[src/rtl/regfile_pkg.sv]
// Shared constants and types for the register file and its busy scoreboard.
package regfile_pkg;

  localparam int DEF_XLEN  = 32;
  localparam int DEF_NREGS = 32;
  localparam int DEF_NRD   = 2;
  localparam int DEF_AW    = $clog2(DEF_NREGS);

  typedef logic [DEF_AW-1:0]   reg_addr_t;
  typedef logic [DEF_XLEN-1:0] data_t;

endpackage

[src/rtl/reg_scoreboard.sv]
// Per-register pending-write flags. Register 0 never becomes busy.
// Update priority per register: flush, then reserve, then writeback clear.
module reg_scoreboard
  import regfile_pkg::*;
#(
  parameter int NREGS = DEF_NREGS,
  localparam int AW   = $clog2(NREGS)
) (
  input  logic             clk,
  input  logic             rst,
  input  logic             resv_en,
  input  logic [AW-1:0]    resv_addr,
  input  logic             wr_en,
  input  logic [AW-1:0]    wr_addr,
  input  logic             flush,
  output logic [NREGS-1:0] busy_vec
);

  assign busy_vec[0] = 1'b0;

  for (genvar r = 1; r < NREGS; r++) begin : g_busy
    logic busy_q;
    logic busy_d;

    // A new reservation supersedes a completing producer, so reserve beats the clear.
    always_comb begin
      busy_d = busy_q;
      if (flush) begin
        busy_d = 1'b0;
      end else if (resv_en && (resv_addr == AW'(r))) begin
        busy_d = 1'b1;
      end else if (wr_en && (wr_addr == AW'(r))) begin
        busy_d = 1'b0;
      end
    end

    // Busy flag register, cleared asynchronously by reset.
    always_ff @(posedge clk or negedge rst) begin
      if (!rst) begin
        busy_q <= 1'b0;
      end else begin
        busy_q <= busy_d;
      end
    end

    assign busy_vec[r] = busy_q;
  end

endmodule

[src/rtl/reg_file_sb.sv]
// Multi-read-port register file with same-cycle write bypass and a
// pending-write scoreboard. Register 0 reads as zero and is never stored.
module reg_file_sb
  import regfile_pkg::*;
#(
  parameter int XLEN  = DEF_XLEN,
  parameter int NREGS = DEF_NREGS,
  parameter int NRD   = DEF_NRD,
  localparam int AW   = $clog2(NREGS)
) (
  input  logic              clk,
  input  logic              rst,
  input  logic [NRD*AW-1:0]   rd_addr,
  output logic [NRD*XLEN-1:0] rd_data,
  output logic [NRD-1:0]      rd_busy,
  input  logic              resv_en,
  input  logic [AW-1:0]     resv_addr,
  input  logic              wr_en,
  input  logic [AW-1:0]     wr_addr,
  input  logic [XLEN-1:0]   wr_data,
  input  logic              flush,
  output logic [NREGS-1:0]  busy_vec
);

  // Read-side view of storage; entry 0 is a constant.
  logic [XLEN-1:0] rf_view [NREGS];

  assign rf_view[0] = '0;

  for (genvar r = 1; r < NREGS; r++) begin : g_reg
    logic [XLEN-1:0] reg_q;
    logic [XLEN-1:0] reg_d;

    // Next value: take writeback data when this register is the destination.
    always_comb begin
      reg_d = reg_q;
      if (wr_en && (wr_addr == AW'(r))) begin
        reg_d = wr_data;
      end
    end

    // Storage word, cleared asynchronously by reset.
    always_ff @(posedge clk or negedge rst) begin
      if (!rst) begin
        reg_q <= '0;
      end else begin
        reg_q <= reg_d;
      end
    end

    assign rf_view[r] = reg_q;
  end

  reg_scoreboard #(
    .NREGS (NREGS)
  ) u_scoreboard (
    .clk       (clk),
    .rst       (rst),
    .resv_en   (resv_en),
    .resv_addr (resv_addr),
    .wr_en     (wr_en),
    .wr_addr   (wr_addr),
    .flush     (flush),
    .busy_vec  (busy_vec)
  );

  // A producer completing this cycle is forwarded rather than stalled,
  // so the bypass hit also masks the busy flag.
  for (genvar p = 0; p < NRD; p++) begin : g_rd
    logic [AW-1:0] addr;
    logic          byp_hit;

    assign addr    = rd_addr[p*AW +: AW];
    assign byp_hit = wr_en && (wr_addr == addr) && (addr != '0);

    assign rd_data[p*XLEN +: XLEN] = byp_hit ? wr_data : rf_view[addr];
    assign rd_busy[p]              = busy_vec[addr] & ~byp_hit;
  end

endmodule

[config.mk]
export PLATFORM = sky130hd
export DESIGN_NAME = reg_file_sb
export DESIGN_NICKNAME = d
export VERILOG_FILES = /design/src/rtl/regfile_pkg.sv /design/src/rtl/reg_scoreboard.sv /design/src/rtl/reg_file_sb.sv
export SDC_FILE = /design/constraint.sdc
export NUM_CORES = 2
export LEC_CHECK = 0
export ABC_AREA = 1
export BUFFER_PORTS_ARGS = -buffer_cell sky130_fd_sc_hd__buf_4
export CAP_MARGIN = 20
export CORE_UTILIZATION = 30
export CTS_CLUSTER_SIZE = 25
export DETAILED_ROUTE_END_ITERATION = 8
export HOLD_SLACK_MARGIN = 0.15
export SYNTH_ARGS = -nofsm -noshare
export SYNTH_HDL_FRONTEND = slang
export SYNTH_HIERARCHICAL = 1
export SYNTH_SLANG_ARGS = --single-unit
[constraint.sdc]
create_clock -name clk -period 5.9 [get_ports clk]
set_clock_uncertainty 0.15 [all_clocks]
set_input_delay 1.18 -clock clk [delete_from_list [all_inputs] [get_ports clk]]
set_output_delay 1.18 -clock clk [all_outputs]
set_load 0.05 [all_outputs]
==> metrics <==
delay of the slowest cell on the worst path 590 ps; Leak 33.6 nW; top_reg_cell synth dfrtp_1; area fraction of the dominant cell type after synthesis 42.0%; Tmin final 5230 ps; ys async rst share 100%; Reg2Reg Capture Point u_scoreboard/g_busy[17].busy_q$_DFFE_PN0P_; # rows 165; worst reg-to-reg path cell count 2; Setup TNS Final 0 ps; Pwr Total 0.0211 W; dpl cell area 0.0634 sq mm; Setup-failing EPs final 0; max-cap check violation count 0; Post-CTS Setup Bufs 0; gr ovfl total 0; Multi-input gate area 0.0287 sq mm; PortBufs 153; DRT Pass-1 Iters 9; Post-CTS Resized 0; R2R Path Start u_scoreboard/g_busy[17].busy_q$_DFFE_PN0P_; Starting Density 30.2%; Max-slew headroom 18.4%; clock slew at reported path FFs 60 ps; Synth area leaders dfrtp_1, nand2_1, nand3_1, o21ai_0, inv_1; # fillers 21,600; Layout area overhead 10.2%; Hold-fix buffers, CTS 0; layout cells sized above 1 5.47%; syn nets 9,335; pins over their slew limit 0; Yosys reg bits 1,023; 1st-iter DRT viols 7,811; Warnings, synthesis 6; sequential fraction of the synthesis area 42.0%; failing checks DRC; Crit path max-delay family buffers and inverters; synth unique cells 27; Hold Path Class input pin to async pin; RSZ-0062 raised after global routing false; Worst Setup End Kind primary output; cts bufs inserted 106; Global Route Usage Sum 23.4%; I/O pins 155; Final HPWL DP 127,000 microns; mapped cell area 0.0609 sq mm; crit-path cells buf_8, inv_8, a21oi_1, nand3_1, nor3_2, nand2_2, inv_2, buf_4, nand2_1, nand2_1, buf_4; largest net degree at the start of global routing 162; R2R Setup Slk 4950 ps; Clock Sinks 1,023; CTS tree done; routed vias 61,900; top-count cell post-synth nand2_1; register area 0.0256 sq mm; Finished Layout Cells 11,600; slowest CP cell inv_2; post-route ant nets 0; H-tree level count 3; CTS Buffer Depth 3; clock latency on the worst-skew pair 700 ps; Tcrit/Tclk final 88.6%; Placed Cells 11,400; syn_area_per_cell 6.56 sq um; Core ar. 0.202 sq mm; status complete, but fails checks; largest fanout on the critical path 56; RD Place Congestion 0.906; vias in the first global route 57,900; area of the die 0.205 sq mm; worst slew pin tran 1220 ps; worst path required time 4570 ps; Die H 453 microns; Vias/cell 5.33; Final Hold Vio Count 0; root buffer cell clkbuf_16; critical path launch point type input pin; Post-synth EDFFs 0; Commonest cells post-synth nand2_1, nand3_1, dfrtp_1; Post-Layout Inst Area 0.0671 sq mm; Buffers & Inverters on Critical Path 5; f_max 191 MHz; fin nets 8,909; CP arrival 3900 ps; Setup CP Type input pin to primary output; antenna violations before repair 1; residual DRC count 5; Synth Instances 9,278; final wirelength 245,000 microns; PwrDens 314 mW/mm^2; area leader, netlist dfrtp_1; die width 453 microns; VDD IR max 0.000235 V; global-route wire length before repair 368,000 microns; Wirelength per Cell 21.1 microns
logic make-up (layout without fill, tap and decap cells):
family          Yosys count  after routing  synth area share, %
buf+inv                1681           1343                 11.3
xor+xnor                  2              2               0.0288
compound gates         1036           1036                 8.54
other cells               1              6              0.00616
flops                  1023           1023                 42.0
simple gates           5535           5535                 38.1
power by group:
part | internal, W | switching, W | leakage [nW]
clock | 0.00414 | 0.00304 | 1.79
sequential | 0.00828 | 0.000716 | 13.3
combinational | 0.00158 | 0.00333 | 18.5
total | 0.0140 | 0.00708 | 33.6
worst max-delay path by stage:
stage	start	to	slack, ps	cells past startpoint
finish	rd_addr[5]	rd_data[35]	670	11
global route	rd_addr[5]	rd_data[36]	590	11
detailed placement	rd_addr[5]	rd_data[35]	750	11
global placement	rd_addr[6]	rd_data[35]	680	11
CTS	rd_addr[5]	rd_data[35]	740	11
floorplan	rd_addr[5]	rd_busy[1]	1690	11
placed cells by master, fill, tap and decap left out, types with 3 or more instances in the layout:
master      count
inv_6           4
nand3_1      1882
inv_1         883
nand2_4        26
clkinvlp_4      8
buf_16          3
clkbuf_1       19
clkbuf_8       25
clkinv_2       24
buf_12         35
dfrtp_1      1023
nand2_1      3448
buf_4         200
inv_2          10
diode_2         5
o21ai_0       973
nor2_1        158
a21oi_1        35
bufinv_16      11
inv_8           3
clkbuf_16     109
nand3_4         5
o21ai_1        23
nor2_4          5
buf_8           5
a21oi_2         3
nor2_2          6
cell type report:
class,count,area share (%)
inverter,902,5.13
tap,2672,4.98
multi-input combinational,6574,42.7
sequential,1023,38.1
clock buffer,151,4.64
antenna,5,0.0186
timing repair buffer,245,3.56
clock inverter,45,0.792
worst reg2reg max path: cells and delay by family, from the launching register on:
| kind | cells | cell delay, ps |
|---|---|---|
| AO/OA/AOI/OAI | 1 | 190 |
| AND/OR/NAND/NOR | 1 | 80 |
| flip-flops | 1 | 440 |
through the flow:
stage,utilization [%],hold slack (ps),setup WS [ps]
detailed placement,31.4,323,748
global route,33.2,347,593
finish,33.2,299,675
CTS,33.2,337,741
floorplan,-,303,1690
global placement,31.4,316,677
state kept, by name, indices dropped and copies added, names as in the netlist:
register	count
g.reg_q	992
u_scoreboard/g_busy.busy_q	31
layer usage:
layer	vias up	track usage, %	routed length [microns]
met5	-	0	162
met1	29300	28.9	94500
met2	3357	37.9	111000
li1	28500	-	-
met3	731	3.98	23300
met4	2	14.3	15800
Note: power is estimated with default switching activity, not from simulation.
